--- config.mk ---
export PLATFORM = sky130hd
export DESIGN_NAME = mod20_seq_ctrl
export DESIGN_NICKNAME = d
export VERILOG_FILES = /design/src/rtl/mod20_pkg.sv /design/src/rtl/mod20_count_en.sv /design/src/rtl/mod20_seq_ctrl.sv
export SDC_FILE = /design/constraint.sdc
export NUM_CORES = 1
export LEC_CHECK = 0
export ABC_CLOCK_PERIOD_IN_PS = 2180
export BUFFER_PORTS_ARGS = -buffer_cell sky130_fd_sc_hd__buf_4
export CAP_MARGIN = 0
export CORE_MARGIN = 2
export CORE_UTILIZATION = 49
export CTS_CLUSTER_DIAMETER = 200
export DETAILED_ROUTE_END_ITERATION = 12
export PLACE_DENSITY = 0.74
export SKIP_CTS_REPAIR_TIMING = 1
export SLEW_MARGIN = 15
export SYNTH_ARGS = -nofsm -noshare
export SYNTH_HDL_FRONTEND = slang
export SYNTH_HIERARCHICAL = 1
export SYNTH_SLANG_ARGS = --single-unit
--- constraint.sdc ---
create_clock -name clk -period 2.18 [get_ports clk]
set_input_delay 0 -clock clk [delete_from_list [all_inputs] [get_ports clk]]
set_output_delay 0 -clock clk [all_outputs]
set_load 0.01 [all_outputs]
--- src/rtl/mod20_pkg.sv ---
// Shared constants, state and mode encodings for the mod-20 run-control sequencer.
package mod20_pkg;

    localparam int MOD = 20;
    localparam int W   = 5;

    localparam logic [W-1:0] MAXV    = W'(MOD - 1);
    localparam logic [W-1:0] MAXV_M1 = W'(MOD - 2);

    typedef enum logic [1:0] {
        ST_IDLE  = 2'd0,
        ST_RUN   = 2'd1,
        ST_PAUSE = 2'd2,
        ST_DONE  = 2'd3
    } seq_state_e;

    typedef enum logic [1:0] {
        MODE_UP   = 2'd0,
        MODE_DOWN = 2'd1,
        MODE_PING = 2'd2,
        MODE_FREE = 2'd3
    } mode_e;

    // Targets beyond the count range can never be reached, so pin them to the top value.
    function automatic logic [W-1:0] clamp_target(input logic [W-1:0] t);
        return (t > MAXV) ? MAXV : t;
    endfunction

endpackage

--- src/rtl/mod20_count_en.sv ---
// Mod-20 up/down counter datapath with synchronous load and a terminal-count flag.
module mod20_count_en
    import mod20_pkg::*;
(
    input  logic         clk,
    input  logic         Reset_n,
    input  logic         en_i,
    input  logic         dir_i,
    input  logic         load_i,
    input  logic [W-1:0] load_val_i,
    output logic [W-1:0] count_o,
    output logic         term_o
);

    logic [W-1:0] count_q;
    logic [W-1:0] count_d;

    always_comb begin
        count_d = count_q;
        if (load_i) begin
            count_d = load_val_i;
        end else if (en_i) begin
            if (dir_i) begin
                count_d = (count_q == '0) ? MAXV : count_q - 1'b1;
            end else begin
                count_d = (count_q == MAXV) ? '0 : count_q + 1'b1;
            end
        end
    end

    // Falling-edge update keeps this block in step with the existing counter timing.
    always_ff @(negedge clk or negedge Reset_n) begin
        if (!Reset_n) begin
            count_q <= '0;
        end else begin
            count_q <= count_d;
        end
    end

    assign count_o = count_q;
    assign term_o  = dir_i ? (count_q == '0) : (count_q == MAXV);

endmodule

--- src/rtl/mod20_seq_ctrl.sv ---
// Run-control sequencer: start/stop/pause FSM driving the mod-20 counter in one of four modes.
module mod20_seq_ctrl
    import mod20_pkg::*;
(
    input  logic         clk,
    input  logic         Reset_n,
    input  logic         start,
    input  logic         stop,
    input  logic         pause,
    input  logic [1:0]   mode,
    input  logic [W-1:0] target,
    output logic [W-1:0] count,
    output logic         dir,
    output logic         busy,
    output logic         done,
    output logic         wrap,
    output logic [1:0]   dbg_state
);

    seq_state_e   state_q, state_d;
    mode_e        mode_q, mode_d;
    logic [W-1:0] target_q, target_d;
    logic         dir_q, dir_d;
    logic         busy_q, busy_d;
    logic         done_q, done_d;
    logic         wrap_q, wrap_d;

    logic         cnt_en;
    logic         cnt_load;
    logic [W-1:0] cnt_load_val;
    logic         cnt_term;

    mod20_count_en u_count (
        .clk        (clk),
        .Reset_n    (Reset_n),
        .en_i       (cnt_en),
        .dir_i      (dir_q),
        .load_i     (cnt_load),
        .load_val_i (cnt_load_val),
        .count_o    (count),
        .term_o     (cnt_term)
    );

    // Priority per edge: stop, then start (IDLE only), then pause, then a count step.
    always_comb begin
        state_d      = state_q;
        mode_d       = mode_q;
        target_d     = target_q;
        dir_d        = dir_q;
        done_d       = 1'b0;
        wrap_d       = 1'b0;
        cnt_en       = 1'b0;
        cnt_load     = 1'b0;
        cnt_load_val = '0;

        if (stop) begin
            state_d  = ST_IDLE;
            dir_d    = 1'b0;
            cnt_load = 1'b1;
        end else begin
            case (state_q)
                ST_IDLE: begin
                    if (start) begin
                        mode_d   = mode_e'(mode);
                        target_d = clamp_target(target);
                        state_d  = ST_RUN;
                        cnt_load = 1'b1;
                        if (mode_e'(mode) == MODE_DOWN) begin
                            cnt_load_val = MAXV;
                            dir_d        = 1'b1;
                        end else begin
                            dir_d = 1'b0;
                        end
                    end
                end
                ST_RUN: begin
                    if (pause) begin
                        state_d = ST_PAUSE;
                    end else begin
                        case (mode_q)
                            MODE_UP, MODE_DOWN: begin
                                if (count == target_q) begin
                                    done_d  = 1'b1;
                                    state_d = ST_DONE;
                                end else begin
                                    cnt_en = 1'b1;
                                end
                            end
                            MODE_PING: begin
                                // Turn around at either end by loading the neighbour value directly.
                                if (cnt_term) begin
                                    wrap_d       = 1'b1;
                                    dir_d        = ~dir_q;
                                    cnt_load     = 1'b1;
                                    cnt_load_val = dir_q ? W'(1) : MAXV_M1;
                                end else begin
                                    cnt_en = 1'b1;
                                end
                            end
                            default: begin
                                cnt_en = 1'b1;
                                wrap_d = cnt_term;
                            end
                        endcase
                    end
                end
                ST_PAUSE: begin
                    if (!pause) begin
                        state_d = ST_RUN;
                    end
                end
                default: begin
                    state_d = ST_IDLE;
                end
            endcase
        end

        busy_d = (state_d == ST_RUN) || (state_d == ST_PAUSE);
    end

    always_ff @(negedge clk or negedge Reset_n) begin
        if (!Reset_n) begin
            state_q  <= ST_IDLE;
            mode_q   <= MODE_UP;
            target_q <= '0;
            dir_q    <= 1'b0;
            busy_q   <= 1'b0;
            done_q   <= 1'b0;
            wrap_q   <= 1'b0;
        end else begin
            state_q  <= state_d;
            mode_q   <= mode_d;
            target_q <= target_d;
            dir_q    <= dir_d;
            busy_q   <= busy_d;
            done_q   <= done_d;
            wrap_q   <= wrap_d;
        end
    end

    assign dir       = dir_q;
    assign busy      = busy_q;
    assign done      = done_q;
    assign wrap      = wrap_q;
    assign dbg_state = state_q;

endmodule
==> results of run 1 <==
==> logic make-up (layout without fill, tap and decap cells) <==
family	count (synthesis)	in the layout	share of synthesized area, %
and+or+nand+nor	51	51	25.7
adders and majority gates	2	2	1.94
AOI/OAI and AO/OA	33	33	17.6
buffers and inverters	14	76	7.39
DFF	18	18	35.0
muxes	6	6	5.34
other	1	2	0.291
xor gates and xnor gates	10	10	6.80
==> through the flow <==
stage | hold slack, ns | power (mW) | setup TNS, ns | worst slack [ns] | area (um2)
final | 0.484 | 0.985 | -0.0493 | -0.0283 | 1900
after global routing | 0.509 | 1.04 | -0.489 | -0.110 | 1900
after floorplan | 0.434 | 0.608 | -1.07 | -0.260 | 1320
after global placement | 0.467 | 0.693 | -1.14 | -0.237 | 1600
after CTS | 0.463 | 0.915 | -0.571 | -0.120 | 1640
after detailed placement | 0.461 | 0.705 | -1.25 | -0.254 | 1600
==> metal layers <==
layer,track usage [%],share of wire (%)
met1,28.7,40
met2,36.4,54
met3,3.75,4.6
met4,4.88,1.7
met5,0,0
==> layout make-up <==
| type | count | share of cell area, % |
|---|---|---|
| multi-input cells | 104 | 43.7 |
| repair buffers | 65 | 27.2 |
| flip-flops and latches | 18 | 23.7 |
| well taps | 30 | 1.97 |
| clock buffers | 4 | 1.91 |
| inverters | 7 | 1.51 |
==> worst paths after layout <==
kind	cells past startpoint	endpoint	startpoint	slack, ns
min in group asynchronous	1	u_count/count_o[4]$_DFFE_NN0P_	Reset_n	0.54
max	3	count[0]	u_count/count_o[0]$_DFFE_NN0P_	-0.03
max in group asynchronous	1	busy$_DFF_NN0_	Reset_n	1.40
min reg2reg	1	mode_q[0]$_DFFE_NN0P_	mode_q[0]$_DFFE_NN0P_	0.48
min	1	mode_q[0]$_DFFE_NN0P_	mode_q[0]$_DFFE_NN0P_	0.48
max reg2reg	12	u_count/count_o[3]$_DFFE_NN0P_	u_count/count_o[0]$_DFFE_NN0P_	-0.02
==> state kept, by name, indices dropped and copies added (netlist names) <==
register and flops:
dbg_state 2, done 1, u_count/count_o 5, wrap 1, mode_q 2, target_q 5
busy 1, dir 1
==> worst reg2reg max path: stages, from the launching register on <==
cell and delay [ns]:
dfrtn_1 0.45, inv_2 0.07, ha_4 0.16, nor2b_4 0.12
a22oi_2 0.16, nor3_2 0.08, buf_4 0.15, nand2_4 0.06
nor2_2 0.05, a211oi_4 0.24, buf_4 0.17, nand2b_4 0.06
o31a_1 0.27
==> cells in the mapped netlist (2+ instances only) <==
cell type / count
nand3b_1: 4
mux2i_1: 2
nand2_1: 5
xnor2_1: 7
nand3_1: 3
o21ai_0: 6
mux2_1: 2
a21oi_1: 9
ha_1: 2
buf_6: 5
a211oi_1: 3
xor2_1: 3
inv_1: 7
dfrtn_1: 18
nor2b_1: 2
a31oi_1: 2
nand2b_1: 3
nor2_1: 15
nor2_2: 2
==> layout by cell type (no fill, tap or decap), types with 2 or more instances in the layout <==
| master | n |
|---|---|
| xor2_1 | 3 |
| buf_6 | 6 |
| xnor2_1 | 7 |
| nor2_1 | 14 |
| clkbuf_4 | 3 |
| buf_4 | 58 |
| mux2i_1 | 2 |
| nand2b_4 | 2 |
| nand3_2 | 2 |
| inv_2 | 2 |
| nand3_1 | 2 |
| nand2_1 | 4 |
| inv_1 | 4 |
| nor3_2 | 2 |
| dfrtn_1 | 18 |
| nand2b_1 | 2 |
| conb_1 | 2 |
| o21ai_0 | 5 |
| nor2_2 | 3 |
| a31oi_1 | 2 |
| o21ai_1 | 2 |
| a21oi_1 | 8 |
| a21oi_2 | 2 |
| nand3b_1 | 4 |
| mux2_1 | 2 |
==> where the power goes <==
part / switching, mW / internal, mW / total (mW)
registers: 0.0462 / 0.378 / 0.424
clock network: 0.107 / 0.102 / 0.209
logic: 0.165 / 0.186 / 0.351
==> impl_table.tex, run 1 <==
\begin{tabular}{lr}
\hline
Metric & Value \\
\hline
\multicolumn{2}{l}{\textbf{Logic synthesis}} \\
\quad Number of enable flip-flop cells after synthesis & 0 \\
\quad Share of the yosys chip area belonging to registers & 35.0\% \\
\quad Share of the synthesized area in the top cell type & 35.0\% \\
\quad Post-synthesis area per instance & between 9 and 10 um2 \\
\quad Most common flop cell mapped by yosys & dfrtn\_1 \\
\quad Post-synth ARST share & 100\% \\
\quad Number of synthesized register bits & 18 \\
\quad Synth cell types & 54 \\
\quad Area contributors post-synth & dfrtn\_1 (35\%), xnor2\_1 (4.8\%), buf\_6 (4.4\%), nor2\_1 (4.4\%), a21oi\_1 (3.5\%) \\
\quad Number of standard cells after synthesis & about 140 \\
\quad Number of warnings printed during yosys synthesis & 6 \\
\quad Cell type with the highest aggregate area in the netlist & dfrtn\_1 \\
\quad Synthesized cell area & 1290 um2 \\
\multicolumn{2}{l}{\textbf{Critical path}} \\
\quad Crit path max-delay cell type & dfrtn\_1 \\
\quad Category of the worst setup path capture point & output port \\
\quad Crit Path Class & register to output port \\
\quad Delay contributed by the slowest stage of the critical path & 0.45 ns \\
\quad Crit-path most repeated cell & buf\_4 \\
\quad Crit path launch type & register \\
\quad Critical path fanouts, max & 5 \\
\quad Cell family with the largest share of critical-path delay & flip-flops \\
\quad Worst EP required & 2.18 ns \\
\quad CP Data Arrival Time & roughly 2.2 ns \\
\quad Worst Path Buf+Inv & 3 \\
\quad CP Cell Sequence & buf\_4, buf\_6, buf\_4 \\
\multicolumn{2}{l}{\textbf{Timing}} \\
\quad Final hold viol count & 0 \\
\quad Clock period minus final worst setup slack & 2.21 ns \\
\quad Layout Skew & 0.00720 ns \\
\quad Period Utilization, post-route & 101\% \\
\quad RSZ-0062 raised after global routing & yes \\
\quad Post-route worst setup slack & -0.0283 ns \\
\quad Total of endpoints with negative setup slack in the final report & 2 \\
\quad Fin. max-slew vios & 0 \\
\quad F\_max & between 0.4 and 0.5 GHz \\
\multicolumn{2}{l}{\textbf{Final layout}} \\
\quad Diodes inserted & 0 \\
\quad Final-stage net count & 213 \\
\quad Area of the multi-input gates & just over 800 um2 \\
\quad Count of non-filler cells in the finished layout & 228 \\
\quad Fraction of final layout cells with drive strength greater than 1 & 51.5\% \\
\quad Synthesis-to-layout area growth & 47.7\% \\
\quad Sequential cell area & roughly 450 um2 \\
\quad Finished Core Util & 76.8\% \\
\quad FILL cells & 172 \\
\multicolumn{2}{l}{\textbf{Placement}} \\
\quad HPWL after detailed placement & between 2 and 2.5 mm \\
\quad Routability Congestion & around 0.87 \\
\quad Inst Count DP & between 200 and 250 \\
\quad IO buf count & 22 \\
\multicolumn{2}{l}{\textbf{Floorplan}} \\
\quad Count of boundary I/O pins & 23 \\
\quad Die width & 55.3 um \\
\quad Die Outline Area & 3050 um2 \\
\quad Initial core utilization & about half \\
\quad Die extent in y & $\sim$55 um \\
\quad Floorplan core area & 2480 um2 \\
\quad Placement Rows & 18 \\
\multicolumn{2}{l}{\textbf{Clock network}} \\
\quad Insertion delay of the later-clocked pin in the worst-skew pair & approximately 0.30 ns \\
\quad Clock-pin slew on the worst setup and hold paths & 0.08 ns \\
\quad Worst-case clock buffer depth & 2 \\
\quad Clk sinks & 18 \\
\quad Clock root cell & clkbuf\_4 \\
\quad Clock tree from TritonCTS & built \\
\quad Number of CTS-inserted buffers & 3 \\
\quad H-tree lvl count & 1 \\
\multicolumn{2}{l}{\textbf{Run status}} \\
\quad Run status & finished, violations left \\
\quad Failing checks & setup timing \\
\multicolumn{2}{l}{\textbf{Run}} \\
\quad Number of maximum-capacitance constraint violations & 0 \\
\multicolumn{2}{l}{\textbf{Power and ir drop}} \\
\quad LEAKAGE & 0.850 nW \\
\quad Power Dens Cells & 518 nW/um2 \\
\quad Worst voltage drop across the vdd grid & between 0.5 and 0.6 mV \\
\multicolumn{2}{l}{\textbf{Min path}} \\
\quad Hold WC Path Type & register to register \\
\multicolumn{2}{l}{\textbf{Drt}} \\
\quad Wire length per cell & $\sim$17 um \\
\quad Ratio of routed vias to standard cells & 5.70 \\
\quad Routed wire length & 3.83 mm \\
\quad Routed via count & 1300 \\
\quad Starting DRT DRC Count & 33 \\
\quad Drt pass-1 iters & 4 \\
\quad Number of nets with antenna violations after routing & 0 \\
\quad Remaining design rule violation count & 0 \\
\multicolumn{2}{l}{\textbf{Global route}} \\
\quad Wire length of the first global-routing pass & about 5.2 mm \\
\quad Number of antenna violations at the first check in global routing & 0 \\
\quad Residual overflow from global routing & 0 \\
\quad Pin count of the biggest net entering global routing & 19 \\
\quad Vias in the first global route & between 1000 and 1500 \\
\quad Gr usage total & between 20 and 25\% \\
\hline
\end{tabular}
No activity file was read; power rests on OpenSTA's default activity.
==> inputs of run 2 (changes only) <==
--- a/config.mk
+++ b/config.mk
@@ -13,6 +13,7 @@
 export CTS_CLUSTER_DIAMETER = 200
 export DETAILED_ROUTE_END_ITERATION = 12
 export PLACE_DENSITY = 0.74
+export RECOVER_POWER = 50
 export SKIP_CTS_REPAIR_TIMING = 1
 export SLEW_MARGIN = 15
 export SYNTH_ARGS = -nofsm -noshare
==> run 2 against run 1 <==
  * The flow still finishes with violations (setup timing)
  * Critical path type unchanged
  * Sequential power about the same
  * Routed wire length down 0.23%
  * Largest cell class unchanged
  * Worst hold slack is essentially flat
  * Non-clock buffer count stayed put
==> impl_table.tex, run 2 (same netlist as run 1, synthesis figures left out) <==
\begin{tabular}{lr}
\hline
Metric & Value \\
\hline
\multicolumn{2}{l}{\textbf{Run status}} \\
\quad Run status & finished, violations left (unchanged) \\
\quad Failing checks & setup timing (unchanged) \\
\multicolumn{2}{l}{\textbf{Critical path}} \\
\quad Worst EP required & 2.18 ns (about the same) \\
\quad Worst reg-to-reg setup slack & -0.02 ns (about the same) \\
\quad Critical R2R Launch & u\_count/count\_o[0]\$\_DFFE\_NN0P\_ (unchanged) \\
\quad Crit-path most repeated cell & buf\_4 (unchanged) \\
\quad Cell family with the largest share of critical-path delay & flip-flops (unchanged) \\
\quad Worst Path Buf+Inv & 3 (unchanged) \\
\quad Critical Path Source & u\_count/count\_o[0]\$\_DFFE\_NN0P\_ (unchanged) \\
\quad Delay contributed by the slowest stage of the critical path & 0.45 ns (about the same) \\
\quad Crit path max-delay cell type & dfrtn\_1 (unchanged) \\
\quad Critical path fanouts, max & 5 (unchanged) \\
\quad Crit. path cell count & 3 (unchanged) \\
\quad Category of the worst setup path capture point & output port (unchanged) \\
\quad CP Data Arrival Time & 2.21 ns (about the same) \\
\quad CP Cell Sequence & buf\_4, buf\_6, buf\_4 (unchanged) \\
\quad Path depth of the worst reg2reg path & 12 (unchanged) \\
\quad Crit Path Class & register to output port (unchanged) \\
\quad Timing endpoint of the critical path & count[0] (unchanged) \\
\quad Crit path launch type & register (unchanged) \\
\quad Endpoint of the lowest-slack register-to-register path & u\_count/count\_o[3]\$\_DFFE\_NN0P\_ (unchanged) \\
\multicolumn{2}{l}{\textbf{Global route}} \\
\quad Wire length of the first global-routing pass & 5.23 mm (unchanged) \\
\quad Number of antenna violations at the first check in global routing & 0 (unchanged) \\
\quad Residual overflow from global routing & 0 (unchanged) \\
\quad Gr usage total & 21.5\% (unchanged) \\
\quad Pin count of the biggest net entering global routing & 19 (unchanged) \\
\quad Vias in the first global route & 1101 (unchanged) \\
\multicolumn{2}{l}{\textbf{Power and ir drop}} \\
\quad Switching power share of the total & 32.4\% (about the same) \\
\quad Worst voltage drop across the vdd grid & 0.512 mV (about the same) \\
\quad Power Dens Cells & 518 nW/um2 (about the same) \\
\quad Total power draw & 984 uW (was 985 uW) \\
\quad Internal power & 665 uW (was 666 uW) \\
\quad Logic gate share of total power & 35.6\% (was 35.7\%) \\
\quad Switching power summed over all nets & 319 uW (about the same) \\
\quad LEAKAGE & 0.846 nW (was 0.850 nW) \\
\quad Part of the power in the clock network & 21.3\% (about the same) \\
\quad Share of power burned in registers & 43.1\% (about the same) \\
\multicolumn{2}{l}{\textbf{Floorplan}} \\
\quad Floorplan core area & 2480 um2 (unchanged) \\
\quad Die width & 55.3 um (unchanged) \\
\quad Count of boundary I/O pins & 23 (unchanged) \\
\quad Die Outline Area & 3050 um2 (unchanged) \\
\quad Die extent in y & 55.3 um (unchanged) \\
\quad Initial core utilization & 52.0\% (unchanged) \\
\quad Placement Rows & 18 (unchanged) \\
\multicolumn{2}{l}{\textbf{Clock network}} \\
\quad Clock tree from TritonCTS & built (unchanged) \\
\quad Clock root cell & clkbuf\_4 (unchanged) \\
\quad Clk sinks & 18 (unchanged) \\
\quad Worst-case clock buffer depth & 2 (unchanged) \\
\quad Clock-pin slew on the worst setup and hold paths & 0.08 ns (about the same) \\
\quad H-tree lvl count & 1 (unchanged) \\
\quad Number of CTS-inserted buffers & 3 (unchanged) \\
\quad Insertion delay of the later-clocked pin in the worst-skew pair & 0.30 ns (about the same) \\
\multicolumn{2}{l}{\textbf{Drt}} \\
\quad Wire length per cell & 16.8 um (about the same) \\
\quad Routed length on met2 & 2.06 mm (about the same) \\
\quad Remaining design rule violation count & 0 (unchanged) \\
\quad Routed via count & 1293 (was 1300) \\
\quad Starting DRT DRC Count & 33 (unchanged) \\
\quad Ratio of routed vias to standard cells & 5.67 (was 5.70) \\
\quad Drt pass-1 iters & 4 (unchanged) \\
\quad Routed wire length & 3.82 mm (was 3.83 mm) \\
\quad Number of nets with antenna violations after routing & 0 (unchanged) \\
\quad Met3 WL & 153 um (was 175 um) \\
\quad Top Metal Used & met4 (unchanged) \\
\quad Detailed-route wire length on metal 1 & 1.54 mm (was 1.53 mm) \\
\multicolumn{2}{l}{\textbf{Timing}} \\
\quad Final hold viol count & 0 (unchanged) \\
\quad Headroom to the max-slew limit & 30.9\% \\
\quad Total of endpoints with negative setup slack in the final report & 2 (unchanged) \\
\quad Accumulated negative setup slack & -0.0494 ns (was -0.0493 ns) \\
\quad Post-route worst setup slack & -0.0274 ns (was -0.0283 ns) \\
\quad Fin. max-slew vios & 0 (unchanged) \\
\quad RSZ-0062 raised after global routing & yes (unchanged) \\
\quad Period Utilization, post-route & 101\% (about the same) \\
\quad F\_max & 0.454 GHz (about the same) \\
\quad Clock period minus final worst setup slack & 2.21 ns (about the same) \\
\quad Layout Skew & 0.00705 ns (was 0.00720 ns) \\
\quad Worst-margin pin slew & between 1 and 1.5 ns \\
\multicolumn{2}{l}{\textbf{Final layout}} \\
\quad Area of the multi-input gates & 831 um2 (unchanged) \\
\quad Count of non-filler cells in the finished layout & 228 (unchanged) \\
\quad Sequential cell area & 450 um2 (unchanged) \\
\quad FILL cells & 174 (was 172) \\
\quad Fraction of final layout cells with drive strength greater than 1 & 51.0\% (was 51.5\%) \\
\quad Synthesis-to-layout area growth & 47.4\% (was 47.7\%) \\
\quad Diodes inserted & 0 (unchanged) \\
\quad Most common cell after layout, fill and taps aside & buf\_4 (unchanged) \\
\quad Most frequent cells in the layout & buf\_4 (57), dfrtn\_1 (18), nor2\_1 (14), a21oi\_1 (8), xnor2\_1 (7) (was buf\_4 (58), dfrtn\_1 (18), nor2\_1 (14), a21oi\_1 (8), xnor2\_1 (7)) \\
\quad Finished Core Util & 76.6\% (was 76.8\%) \\
\quad Final-stage net count & 213 (unchanged) \\
\multicolumn{2}{l}{\textbf{Placement}} \\
\quad HPWL after detailed placement & 2.36 mm (unchanged) \\
\quad IO buf count & 22 (unchanged) \\
\quad Setup Slack @ Placement & -0.254 ns (unchanged) \\
\quad Routability Congestion & 0.866 (unchanged) \\
\quad Inst Count DP & 202 (unchanged) \\
\multicolumn{2}{l}{\textbf{Min path}} \\
\quad Hold WC Path Type & register to register (unchanged) \\
\multicolumn{2}{l}{\textbf{Run}} \\
\quad Number of maximum-capacitance constraint violations & 0 (unchanged) \\
\hline
\end{tabular}
[run 2: per-stage QoR]
stage | instance area [um2] | hold slack (ns)
finish | 1900 | 0.484
global route | 1900 | 0.509
CTS | 1640 | 0.463
detailed placement | 1600 | 0.461
global placement | 1600 | 0.467
floorplan | 1320 | 0.434
[run 2: area by class of cell]
type                    count  share of cell area (%)
clock buffers               4                    1.91
repair buffers             65                    27.1
inverters                   7                    1.52
well taps                  30                    1.98
flip-flops and latches     18                    23.7
multi-input cells         104                    43.8
[run 2: worst min-delay path by stage]
stage | start | cells after the start | to
floorplan | mode_q[0]$_DFFE_NN0P_ | 1 | mode_q[0]$_DFFE_NN0P_
global placement | mode_q[0]$_DFFE_NN0P_ | 1 | mode_q[0]$_DFFE_NN0P_
detailed placement | mode_q[0]$_DFFE_NN0P_ | 1 | mode_q[0]$_DFFE_NN0P_
CTS | mode_q[0]$_DFFE_NN0P_ | 1 | mode_q[0]$_DFFE_NN0P_
global route | target_q[4]$_DFFE_NN0P_ | 1 | target_q[4]$_DFFE_NN0P_
finish | mode_q[0]$_DFFE_NN0P_ | 1 | mode_q[0]$_DFFE_NN0P_
[run 2: power by group through the flow]
stage                     registers, mW  clock network, mW  logic (mW)
final                             0.424              0.209       0.351
after global placement            0.427                  0       0.267
after global routing              0.431              0.231       0.376
after detailed placement          0.428                  0       0.277
after floorplan                   0.424                  0       0.184
after CTS                         0.422              0.214       0.279
[run 2: routing by layer]
layer / vias to the layer above / global-route usage, %
li1: 602 / -
met1: 647 / 28.7
met2: 36 / 36.4
met3: 8 / 3.75
met4: 0 / 4.88
met5: - / 0
==> inputs of run 3 (changes only) <==
--- a/config.mk
+++ b/config.mk
@@ -10,11 +10,10 @@
 export CAP_MARGIN = 0
 export CORE_MARGIN = 2
 export CORE_UTILIZATION = 49
-export CTS_CLUSTER_DIAMETER = 200
+export CTS_CLUSTER_DIAMETER = 100
 export DETAILED_ROUTE_END_ITERATION = 12
 export PLACE_DENSITY = 0.74
 export RECOVER_POWER = 50
-export SKIP_CTS_REPAIR_TIMING = 1
 export SLEW_MARGIN = 15
 export SYNTH_ARGS = -nofsm -noshare
 export SYNTH_HDL_FRONTEND = slang
==> run 3 against run 2 <==
  * The run now ends clean
  * Utilization fell by 4.4 points
  * Final cell count fell by 6.1%
  * Clock skew fell by 0.0046 ns
  * Sequential power fell by 2%
  * Clock power barely moved
  * Maximum frequency rose by 2.1%
  * Sequential share of layout area rose by 1.5 points
  * Critical path type is now input port to register
  * Largest cell class unchanged
==> impl_table.tex, run 3 (same netlist as run 1, synthesis figures left out) <==
\begin{tabular}{lr}
\hline
Metric & Value \\
\hline
\multicolumn{2}{l}{\textbf{Placement}} \\
\quad Setup Slack @ Placement & -0.254 ns (unchanged) \\
\quad IO buf count & 22 (unchanged) \\
\quad Routability Congestion & 0.866 (unchanged) \\
\quad HPWL after detailed placement & 2.36 mm (unchanged) \\
\quad Cell area after placement & 1600 um2 (unchanged) \\
\multicolumn{2}{l}{\textbf{Critical path}} \\
\quad Crit path max-delay cell type & or3\_4 (was dfrtn\_1) \\
\quad Endpoint of the lowest-slack register-to-register path & u\_count/count\_o[3]\$\_DFFE\_NN0P\_ (unchanged) \\
\quad Delay contributed by the slowest stage of the critical path & 0.40 ns (was 0.45 ns) \\
\quad CP Data Arrival Time & 1.23 ns (was 2.21 ns) \\
\quad Critical R2R Launch & u\_count/count\_o[0]\$\_DFFE\_NN0P\_ (unchanged) \\
\quad Category of the worst setup path capture point & register (was output port) \\
\quad Worst Path Buf+Inv & 2 (was 3) \\
\quad Critical path fanouts, max & 3 (was 5) \\
\quad Path depth of the worst reg2reg path & 12 (unchanged) \\
\quad Crit Path Class & input port to register (was register to output port) \\
\quad Cell family with the largest share of critical-path delay & compound AO/OA/AOI/OAI gates (was flip-flops) \\
\quad Crit path launch type & input port (was register) \\
\quad CP Cell Sequence & buf\_4, or3\_4, a211oi\_4, buf\_4, nand2b\_4, o31a\_1 (was buf\_4, buf\_6, buf\_4) \\
\quad Worst reg-to-reg setup slack & 0.02 ns (was -0.02 ns) \\
\quad Crit-path most repeated cell & buf\_4 (unchanged) \\
\quad Worst EP required & 1.24 ns (was 2.18 ns) \\
\multicolumn{2}{l}{\textbf{Timing}} \\
\quad F\_max & 0.464 GHz (was 0.454 GHz) \\
\quad Clock period minus final worst setup slack & 2.18 ns (was 2.21 ns) \\
\quad Period Utilization, post-route & 99.8\% (was 101\%) \\
\quad Total of endpoints with negative setup slack in the final report & 0 (was 2) \\
\quad Final hold viol count & 0 (unchanged) \\
\quad RSZ-0062 raised after global routing & yes (unchanged) \\
\quad Accumulated negative setup slack & 0 ns (was -0.0494 ns) \\
\quad Post-route worst setup slack & 0.00343 ns (was -0.0274 ns) \\
\quad Headroom to the max-slew limit & 36.3\% (was 30.9\%) \\
\quad Fin. max-slew vios & 0 (unchanged) \\
\quad Layout Skew & 0.00247 ns (was 0.00705 ns) \\
\quad Worst-margin pin slew & 0.956 ns (was 1.04 ns) \\
\quad Worst hold slack & 0.485 ns (was 0.484 ns) \\
\multicolumn{2}{l}{\textbf{Power and ir drop}} \\
\quad Worst voltage drop across the vdd grid & 0.515 mV (was 0.512 mV) \\
\quad Total power draw & 950 uW (was 984 uW) \\
\quad LEAKAGE & 0.761 nW (was 0.846 nW) \\
\quad Power Dens Cells & 531 nW/um2 (was 518 nW/um2) \\
\multicolumn{2}{l}{\textbf{Floorplan}} \\
\quad Die width & 55.3 um (unchanged) \\
\quad Die extent in y & 55.3 um (unchanged) \\
\quad Die Outline Area & 3050 um2 (unchanged) \\
\quad Count of boundary I/O pins & 23 (unchanged) \\
\quad Placement Rows & 18 (unchanged) \\
\quad Floorplan core area & 2480 um2 (unchanged) \\
\quad Initial core utilization & 52.0\% (unchanged) \\
\multicolumn{2}{l}{\textbf{Run}} \\
\quad Number of maximum-capacitance constraint violations & 0 (unchanged) \\
\multicolumn{2}{l}{\textbf{Final layout}} \\
\quad Sequential cell area & 450 um2 (unchanged) \\
\quad Area of the multi-input gates & 832 um2 (was 831 um2) \\
\quad FILL cells & 180 (was 174) \\
\quad Diodes inserted & 0 (unchanged) \\
\quad Synthesis-to-layout area growth & 38.9\% (was 47.4\%) \\
\quad Final-stage net count & 199 (was 213) \\
\quad Most frequent cells in the layout & buf\_4 (42), dfrtn\_1 (18), nor2\_1 (14), a21oi\_1 (8), xnor2\_1 (7) (was buf\_4 (57), dfrtn\_1 (18), nor2\_1 (14), a21oi\_1 (8), xnor2\_1 (7)) \\
\quad Most common cell after layout, fill and taps aside & buf\_4 (unchanged) \\
\quad Fraction of final layout cells with drive strength greater than 1 & 45.7\% (was 51.0\%) \\
\quad Final std cell area, no fill & 1790 um2 (was 1900 um2) \\
\multicolumn{2}{l}{\textbf{Drt}} \\
\quad Remaining design rule violation count & 0 (unchanged) \\
\quad Ratio of routed vias to standard cells & 5.59 (was 5.67) \\
\quad Starting DRT DRC Count & 61 (was 33) \\
\quad Wire length per cell & 15.9 um (was 16.8 um) \\
\quad Routed via count & 1197 (was 1293) \\
\quad Drt pass-1 iters & 4 (unchanged) \\
\quad Routed wire length & 3.39 mm (was 3.82 mm) \\
\quad Number of nets with antenna violations after routing & 0 (unchanged) \\
\multicolumn{2}{l}{\textbf{Clock network}} \\
\quad Clk sinks & 18 (unchanged) \\
\quad Number of CTS-inserted buffers & 3 (unchanged) \\
\quad Worst-case clock buffer depth & 2 (unchanged) \\
\quad Clock tree from TritonCTS & built (unchanged) \\
\quad Clock root cell & clkbuf\_4 (unchanged) \\
\quad Insertion delay of the later-clocked pin in the worst-skew pair & 0.29 ns (was 0.30 ns) \\
\quad Number of buffers inserted by hold repair at cts & 0 \\
\quad H-tree lvl count & 1 (unchanged) \\
\quad Clock-pin slew on the worst setup and hold paths & 0.07 ns (was 0.08 ns) \\
\multicolumn{2}{l}{\textbf{Min path}} \\
\quad Hold Path Cell Cnt & 1 (unchanged) \\
\quad Hold WC Path Type & register to register (unchanged) \\
\quad Worst hold path endpoint & mode\_q[0]\$\_DFFE\_NN0P\_ (unchanged) \\
\quad Beginning of the worst hold path & mode\_q[0]\$\_DFFE\_NN0P\_ (unchanged) \\
\multicolumn{2}{l}{\textbf{Global route}} \\
\quad Number of antenna violations at the first check in global routing & 0 (unchanged) \\
\quad Gr usage total & 22.8\% (was 21.5\%) \\
\quad Pin count of the biggest net entering global routing & 19 (unchanged) \\
\quad Wire length of the first global-routing pass & 5.51 mm (was 5.23 mm) \\
\quad Residual overflow from global routing & 0 (unchanged) \\
\quad Vias in the first global route & 1154 (was 1101) \\
\multicolumn{2}{l}{\textbf{Run status}} \\
\quad Run status & finished, final reports clean (was finished, violations left) \\
\hline
\end{tabular}
[run 3: worst max-delay path by stage]
stage,from,to,cells past startpoint
after floorplan,stop,u_count/count_o[3]$_DFFE_NN0P_,5
after detailed placement,stop,u_count/count_o[3]$_DFFE_NN0P_,5
after global routing,u_count/count_o[0]$_DFFE_NN0P_,u_count/count_o[3]$_DFFE_NN0P_,10
final,stop,u_count/count_o[3]$_DFFE_NN0P_,6
after global placement,stop,u_count/count_o[2]$_DFFE_NN0P_,7
after CTS,stop,u_count/count_o[2]$_DFFE_NN0P_,7
[run 3: power breakdown]
group | internal, mW | switching, mW | total (mW)
registers | 0.378 | 0.0359 | 0.414
logic | 0.165 | 0.162 | 0.327
clock network | 0.102 | 0.107 | 0.208
[run 3: layout make-up]
class                           instances  area share (%)
Multi-Input combinational cell        104            46.5
Sequential cell                        18            25.2
Timing Repair Buffer                   51            22.7
Tap cell                               30            2.10
Clock buffer                            4            2.03
Inverter                                7            1.47
[run 3: metal layers]
| layer | GRT usage (%) | share of wire, % | wire, um | vias to the layer above |
|---|---|---|---|---|
| li1 | - | - | - | 573 |
| met1 | 30.3 | 41 | 1400 | 586 |
| met2 | 38.3 | 53 | 1790 | 32 |
| met3 | 3.75 | 4.6 | 156 | 6 |
| met4 | 6.62 | 1.4 | 46 | 0 |
| met5 | 0 | 0 | 0 | - |
[run 3: what timing repair did]
action / CTS / global route
resized for setup: 10 / 14
pin swaps: 0 / 3
setup buffers: 5 / 3
endpoints found under the setup margin: 9 / 6
[run 3: through the flow]
step	util, %	std cells
after floorplan	-	136
after global placement	64.6	202
after detailed placement	64.6	202
after CTS	69.2	211
after global routing	72.2	214
final	72.2	214
